## config.mk

```make
export PLATFORM = sky130hd
export DESIGN_NAME = hazard_controller
export DESIGN_NICKNAME = d
export VERILOG_FILES = /design/src/rtl/rv32i_pkg.sv /design/src/rtl/forward_unit.sv /design/src/rtl/hazard_controller.sv
export SDC_FILE = /design/constraint.sdc
export NUM_CORES = 1
export LEC_CHECK = 0
export CAP_MARGIN = 20
export CELL_PAD_IN_SITES_DETAIL_PLACEMENT = 1
export CELL_PAD_IN_SITES_GLOBAL_PLACEMENT = 1
export CORE_MARGIN = 5
export CORE_UTILIZATION = 37
export CTS_BUF_LIST = sky130_fd_sc_hd__clkbuf_2 sky130_fd_sc_hd__clkbuf_4 sky130_fd_sc_hd__clkbuf_8
export DETAILED_ROUTE_END_ITERATION = 12
export GPL_ROUTABILITY_DRIVEN = 0
export PLACE_DENSITY_LB_ADDON = 0.1
export RECOVER_POWER = 25
export SYNTH_ARGS = -nofsm -noshare
export SYNTH_HDL_FRONTEND = slang
export SYNTH_SLANG_ARGS = --single-unit
```

## constraint.sdc

```tcl
create_clock -name clk -period 2.1 [get_ports clk]
set_input_delay 0.525 -clock clk [delete_from_list [all_inputs] [get_ports clk]]
set_output_delay 0.525 -clock clk [all_outputs]
set_load 0.02 [all_outputs]
```

## src/rtl/rv32i_pkg.sv

```systemverilog
// rv32i shared types: hazard FSM states, forwarding selects
// and the shadow pipeline bundles tracked by the hazard unit.
package rv32i_pkg;

  localparam int ADW = 5;

  typedef enum logic {
    HZ_RUN,
    HZ_MEM_WAIT
  } hz_state_t;

  typedef enum logic [1:0] {
    FWD_RF  = 2'b00,
    FWD_WB  = 2'b01,
    FWD_MEM = 2'b10
  } fwd_sel_t;

  typedef struct packed {
    logic [ADW-1:0] rs1;
    logic [ADW-1:0] rs2;
    logic [ADW-1:0] rd;
    logic           regwrite;
    logic           load;
    logic           memacc;
  } hz_e_t;

  typedef struct packed {
    logic [ADW-1:0] rd;
    logic           regwrite;
    logic           memacc;
  } hz_m_t;

  typedef struct packed {
    logic [ADW-1:0] rd;
    logic           regwrite;
  } hz_w_t;

endpackage

```

## src/rtl/forward_unit.sv

```systemverilog
// Operand bypass select for one execute source.
// M result wins over W; x0 is never bypassed.
module forward_unit
  import rv32i_pkg::*;
(
  input  logic [ADW-1:0] i_rs,
  input  logic [ADW-1:0] i_rdM,
  input  logic           i_regwriteM,
  input  logic [ADW-1:0] i_rdW,
  input  logic           i_regwriteW,
  output fwd_sel_t       o_sel
);

  logic w_hit_m;
  logic w_hit_w;

  assign w_hit_m = i_regwriteM && (i_rdM != '0)
                && (i_rdM == i_rs);
  assign w_hit_w = i_regwriteW && (i_rdW != '0)
                && (i_rdW == i_rs);

  always_comb begin
    o_sel = FWD_RF;
    priority case (1'b1)
      w_hit_m: o_sel = FWD_MEM;
      w_hit_w: o_sel = FWD_WB;
      default: o_sel = FWD_RF;
    endcase
  end

endmodule

```

## src/rtl/hazard_controller.sv

```systemverilog
// rv32i five-stage sequencing: load-use / branch / memory-wait
// control, operand forwarding and saturating stall/flush counters.
module hazard_controller
  import rv32i_pkg::*;
#(
  parameter int CNTW = 16
) (
  input  logic            clk,
  input  logic            arst_n,
  input  logic [ADW-1:0]  rs1D,
  input  logic [ADW-1:0]  rs2D,
  input  logic [ADW-1:0]  rdD,
  input  logic            regwriteD,
  input  logic            resultsrcD,
  input  logic            memaccD,
  input  logic            pcsrcE,
  input  logic            dmem_ready,
  output logic            stallF,
  output logic            stallD,
  output logic            flushD,
  output logic            flushE,
  output logic            stallE,
  output logic            stallM,
  output logic            flushW,
  output fwd_sel_t        forwardAE,
  output fwd_sel_t        forwardBE,
  output logic [CNTW-1:0] stall_cnt,
  output logic [CNTW-1:0] flush_cnt
);

  hz_state_t       r_state;
  hz_state_t       w_state_nxt;
  hz_e_t           r_e;
  hz_m_t           r_m;
  hz_w_t           r_w;
  logic [CNTW-1:0] r_stall_cnt;
  logic [CNTW-1:0] r_flush_cnt;
  logic            w_lduse;
  logic            w_memstall;
  logic            w_freeze;

  assign w_lduse = r_e.load && (r_e.rd != '0)
                && ((r_e.rd == rs1D) || (r_e.rd == rs2D));
  assign w_memstall = r_m.memacc && !dmem_ready;

  // The cycle that discovers the slow access already freezes,
  // otherwise the access would leave M before it completes.
  always_comb begin
    w_state_nxt = r_state;
    w_freeze    = 1'b0;
    stallF      = 1'b0;
    stallD      = 1'b0;
    flushD      = 1'b0;
    flushE      = 1'b0;
    unique case (r_state)
      HZ_RUN: begin
        if (w_memstall) begin
          w_state_nxt = HZ_MEM_WAIT;
          w_freeze    = 1'b1;
        end else if (pcsrcE) begin
          flushD = 1'b1;
          flushE = 1'b1;
        end else if (w_lduse) begin
          stallF = 1'b1;
          stallD = 1'b1;
          flushE = 1'b1;
        end
      end
      HZ_MEM_WAIT: begin
        w_freeze = 1'b1;
        if (dmem_ready) w_state_nxt = HZ_RUN;
      end
      default: w_state_nxt = HZ_RUN;
    endcase
    if (w_freeze) begin
      stallF = 1'b1;
      stallD = 1'b1;
    end
  end

  assign stallE = w_freeze;
  assign stallM = w_freeze;
  assign flushW = w_freeze;

  always_ff @(posedge clk or negedge arst_n) begin
    if (!arst_n) r_state <= HZ_RUN;
    else         r_state <= w_state_nxt;
  end

  always_ff @(posedge clk or negedge arst_n) begin
    if (!arst_n)     r_e <= '0;
    else if (flushE) r_e <= '0;
    else if (!stallE)
      r_e <= '{rs1: rs1D, rs2: rs2D, rd: rdD,
               regwrite: regwriteD, load: resultsrcD,
               memacc: memaccD};
  end

  always_ff @(posedge clk or negedge arst_n) begin
    if (!arst_n) r_m <= '0;
    else if (!stallM)
      r_m <= '{rd: r_e.rd, regwrite: r_e.regwrite,
               memacc: r_e.memacc};
  end

  always_ff @(posedge clk or negedge arst_n) begin
    if (!arst_n)     r_w <= '0;
    else if (flushW) r_w <= '0;
    else
      r_w <= '{rd: r_m.rd, regwrite: r_m.regwrite};
  end

  always_ff @(posedge clk or negedge arst_n) begin
    if (!arst_n) begin
      r_stall_cnt <= '0;
      r_flush_cnt <= '0;
    end else begin
      if (stallF && (r_stall_cnt != '1))
        r_stall_cnt <= r_stall_cnt + CNTW'(1);
      if (flushE && (r_flush_cnt != '1))
        r_flush_cnt <= r_flush_cnt + CNTW'(1);
    end
  end

  assign stall_cnt = r_stall_cnt;
  assign flush_cnt = r_flush_cnt;

  forward_unit u_fwd_a (
    .i_rs        (r_e.rs1),
    .i_rdM       (r_m.rd),
    .i_regwriteM (r_m.regwrite),
    .i_rdW       (r_w.rd),
    .i_regwriteW (r_w.regwrite),
    .o_sel       (forwardAE)
  );

  forward_unit u_fwd_b (
    .i_rs        (r_e.rs2),
    .i_rdM       (r_m.rd),
    .i_regwriteM (r_m.regwrite),
    .i_rdW       (r_w.rd),
    .i_regwriteW (r_w.regwrite),
    .o_sel       (forwardBE)
  );

endmodule

```

== After elaboration in Yosys (flattened, before gate mapping) ==
Index checks and enable logic that the tools add are counted.
Operators by class
  $add $sub $neg: 2
  multiply operators: 0
  divide/modulo/power cells: 0
  $lt $le $gt $ge: 0
  equality and inequality tests: 9
  shifts and indexed selects: 0
  mux-type cells: 22
  bitwise operators: 1
  reductions and logical operators: 16
Operators by type and width (count)
  18-bit two-way mux: 2
  16-bit by 1-bit adder with 16-bit output, second input constant: 2
  16-bit inequality test, second input constant: 2
  5-bit equality test: 6
  1-bit two-way mux: 15
  5-bit nonzero test: 3
  1-bit logical AND: 11
  6-bit two-way mux: 1
  2-bit two-way mux: 2
  1-bit case mux with 2 select lines: 2
  2-bit inequality test, second input constant: 1
  1-bit zero test: 1
  1-bit logical OR: 1
  1-bit inverter: 1
Word-level totals
  register bits: 64
  latch bits: 0
  memory bits (writable): 0
  bits in read-only memories: 0
  bits of input ports: 22
  output and inout bits: 43
  word-level logic and storage cells: 64
  memories kept: 0

== Longest topological paths before layout ==
  word-level depth: 9
  mapped depth: 9
  gate-level depth less buffers: 7

== Modules after synthesis ==
Synthesis repeated with hierarchy kept, for this count alone.
Second synthesis, totals
  cells, all modules: 286
  area total of the unflattened synthesis: 3208.1 µm²
Modules (own cells, without submodules)
  hazard_controller: times used 1, cells an instance 244, area an instance 2890.3 µm², sequential area each 1601.5 µm²
  forward_unit: times used 2, cells an instance 21, area an instance 158.9 µm², sequential area each 0.0 µm²

== Worst setup path before layout ==
Ideal clock, no wire load.
  path type: input to output
  start: input port rs2D[3]
  end: output port stallF
  data arrival time: 1.953 ns
  required time: 1.575 ns
  slack: -0.378 ns
  stages on the path: 5
  path through: xor2_1 > nor3_1 > a22oi_2 > o31ai_1 > buf_4
Between the ends
  word-level cells in the longest chain between the ends: 8
RTL lines
  start: declaration: line hazard_controller.sv:11  | input logic [ADW-1:0] rs2D,
  5-bit equality test: line hazard_controller.sv:43  | && ((r_e.rd == rs1D) || (r_e.rd == rs2D));
  1-bit logical OR: line hazard_controller.sv:43
  1-bit logical AND: line hazard_controller.sv:43
  1-bit two-way mux (5 in a row)
  end: declaration: line hazard_controller.sv:18  | output logic stallF,
No other way between the ends.

== Final worst setup path ==
  start: register r_e[7] in the netlist's numbering
  end: output port flushE
Between the ends
  word-level cells in the longest chain between the ends: 7
RTL lines
  start: declaration: line hazard_controller.sv:33  | hz_e_t r_e;
  start signal: assignment: line hazard_controller.sv:94  | r_e <= '{rs1: rs1D, rs2: rs2D, rd: rdD,
  5-bit equality test / 5-bit nonzero test (equally long branches): line hazard_controller.sv:43, hazard_controller.sv:42
  1-bit logical OR / 1-bit logical AND (equally long branches): line hazard_controller.sv:43, hazard_controller.sv:42
  1-bit logical AND *: line hazard_controller.sv:43
  1-bit two-way mux *: line hazard_controller.sv:63  | end else if (w_lduse) begin
  1-bit two-way mux *: line hazard_controller.sv:60  | end else if (pcsrcE) begin
  1-bit two-way mux *: line hazard_controller.sv:57  | if (w_memstall) begin
  1-bit two-way mux *: line hazard_controller.sv:55  | unique case (r_state)
  end: declaration: line hazard_controller.sv:21  | output logic flushE,
Mark *: on every way between the ends. The rest lies on a longest branch, timed or not.

==> flow_summary.ini <==
[run_status]
status = finished with violations
violations = capacitance limit, slew limit, setup timing

[logic_synthesis]
yosys_warnings = 0
synth_xor_area_share_pct = 16.1
synthCells = 320
synthSimpleGateAreaFrac_pct = 21.7
yosys-top-cells-area = dfrtp_1 50%, xor2_1 9.8%, nand2_1 7.7%, xnor2_1 6.3%, o21ai_0 3.4%
synth-edff-count = 0
seq_area_frac_synth_pct = 50.0
syn_nets = 344
synthAdderAreaFrac_pct = 0.782
synth_compound_area_share_pct = 6.60
synthMuxAreaShare_pct = 1.06
ys_ff_latch = 64
synthDistinctLibCells = 38
syn_area_um2 = 3200
synth_largest_area_cell = dfrtp_1
synthFlopType = dfrtp_1
synth_top_family_by_area = simple AND/OR/NAND/NOR gates
synth_most_common_cell = nand2_1
syn_area_per_cell_um2 = 10.0
synth_top_area_share_pct = 50.0
netlist_top_cells_count = 66 x nand2_1, 64 x dfrtp_1, 36 x xor2_1
async_flop_share_pct = 100

[sta]
fmax_mhz = 393
clock_skew_ns = 0.0125
grt_setup_unrepaired = yes
finalHoldViolCount = 0
setup_slack_ns = -0.444
slew_viol_final = 65
fin_crit_ns = 2.54
setup-violations-final = 28
tightestPinTransition_ns = 1.66
fin_crit_sh_pct = 121
relSlewSlack_pct = -10.9

[worst_setup_path]
cp-start-kind = flip-flop
crit_type = reg -> out
cp.arrival_ns = 2.02
required_ns = 1.57
cp-end-kind = output port
crit_fanout = 5

[grt]
grt_pass1_vias = 3155
grt-ovfl-total = 0
grt_util_all_layers_pct = 19.6
use_met1_pct = 23.5
busiest_layer = met2
grt_pass1_wl_mm = 15.8
use_met3_pct = 3.72
antenna_found_initial = 0
met2_usage_pct = 34.2
grt_max_degree = 65

[clock_tree]
cts_max_level = 3
hold_buffers = 0
clock-sinks = 64
clock-root-buffer = clkbuf_8
tritoncts = done
cts_max_path_buffers = 2
cts_made_buffers = 9
path_clk_slew_ns = 0.08
clk_latency_ns = 0.35

[drt]
firstDrtPassIters = 4
drtIter0Drc = 32
route.detailed.drc = 0
totalWireLength_mm = 9.71
viasPerCell = 4.99
dr_total_vias = 2788
routedWlPerCell_um = 17.4
final_antenna_net_count = 0

[layout]
antenna_cells = 0
nNetsFinal = 470
area_delta_synth_final_pct = 52.9
layout-drive-gt1-share_pct = 34.1
multi_input_area_um2 = 1730
final_cell_area_um2 = 4890
ff_latch_area_um2 = 1610
fillers = 941

[job]
cap_violations = 1

[power_and_ir_drop]
clkPwrFrac_pct = 20.1
p_seq_share_pct = 31.8
total_power_mw = 6.57
p_leak_nw = 2.23
p_int_mw = 4.00
share_comb_of_total_power_pct = 48.1
vdd_drop_max_v = 0.000732
switching_power_mw = 2.57
swShare_pct = 39.1
cellPowerDensity_nw_per_um2 = 1340

[floorplan]
rows = 34
ioPinCount = 65
die_h_um = 103
die-area_um2 = 10600
start_util_pct = 37.3
dieWidth_um = 103
coreArea_um2 = 8590

[worst_hold_path]
min_path_type = reg -> reg

[placed_design]
numPortBuffers = 64
placed_area_um2 = 4390
dp_hpwl_mm = 6.79
dp_slack_ns = -1.10
power groups by stage:
stage | Combinational (mW) | Clock (mW) | Sequential [mW]
6_report | 3.16 | 1.32 | 2.09
5_1_grt | 3.42 | 1.40 | 2.15
4_1_cts | 3.14 | 1.35 | 2.09
3_5_place_dp | 2.75 | 0 | 2.08
3_3_place_gp | 2.68 | 0 | 2.07
2_1_floorplan | 1.26 | 0 | 2.20
critical path, cell delays in order, from the launching register on:
cell	delay, ns
dfrtp_2	0.47
or4_1	0.56
o21ai_2	0.20
o21ai_1	0.12
and2_4	0.17
buf_2	0.15
path summary, 6_finish.rpt:
kind,endpoint,slack [ns],cells after the start,from
min reg2reg,r_m[1],0.49,2,r_e[2]
max reg2reg,flush_cnt[1],-0.12,8,r_e[7]
min,r_m[1],0.49,2,r_e[2]
max in group asynchronous,r_w[2],0.31,2,arst_n
min in group asynchronous,stall_cnt[0],0.67,2,arst_n
max,flushE,-0.44,5,r_e[7]
logic make-up (layout without fill, tap and decap cells):
| kind of cell | Yosys count | after routing |
|---|---|---|
| adders and majority gates | 2 | 2 |
| buffers and inverters | 21 | 152 |
| and+or+nand+nor | 140 | 140 |
| xor gates and xnor gates | 59 | 59 |
| DFF | 64 | 64 |
| AOI/OAI and AO/OA | 31 | 31 |
| muxes | 3 | 3 |
final cells by class:
cell class,count,share of cell area (%)
inverter,6,0.460
clock inverter,7,2.45
sequential,64,32.9
tap,108,2.76
clock buffer,9,2.53
timing repair buffer,130,23.6
multi-input combinational,235,35.3
routing by layer:
layer	vias up	share of wire, %
li1	1320	-
met1	1404	43
met2	48	52
met3	16	3.0
met4	0	2.3
met5	-	0
per-stage QoR:
step                      TNS, ns  utilization, %  instances  hold slack, ns
after global placement     -27.25            51.1        531           0.452
final                       -3.78            57.0        559           0.489
after global routing        -6.67            57.0        559           0.515
after CTS                   -4.91            56.3        554           0.187
after detailed placement   -30.20            51.1        531           0.466
after floorplan            -0.395               -        320           0.229
flip-flops by register name (all words and copies together), names as in the netlist:
register	cells
flush_cnt	16
r_e	18
r_m	7
r_state	1
r_w	6
stall_cnt	16
cells in the final DEF, fill, tap and decap left out, types with 8 or more instances in the layout:
master and count:
buf_4 55, xnor2_1 16, clkbuf_8 9, nor2_1 8, nand3_1 9, o21ai_0 19, nand2_1 64, clkdlybuf4s50_1 45
dfrtp_1 57, buf_6 16, xor2_1 36
timing repair:
item | 4_1_cts | 5_1_grt
gates resized for setup | 86 | 22
buffers inserted | 11 | 5
pin swaps | 16 | 10
endpoints found under the setup margin | 42 | 41
gates cloned | 0 | 1
(Power assumes the default switching activity.)
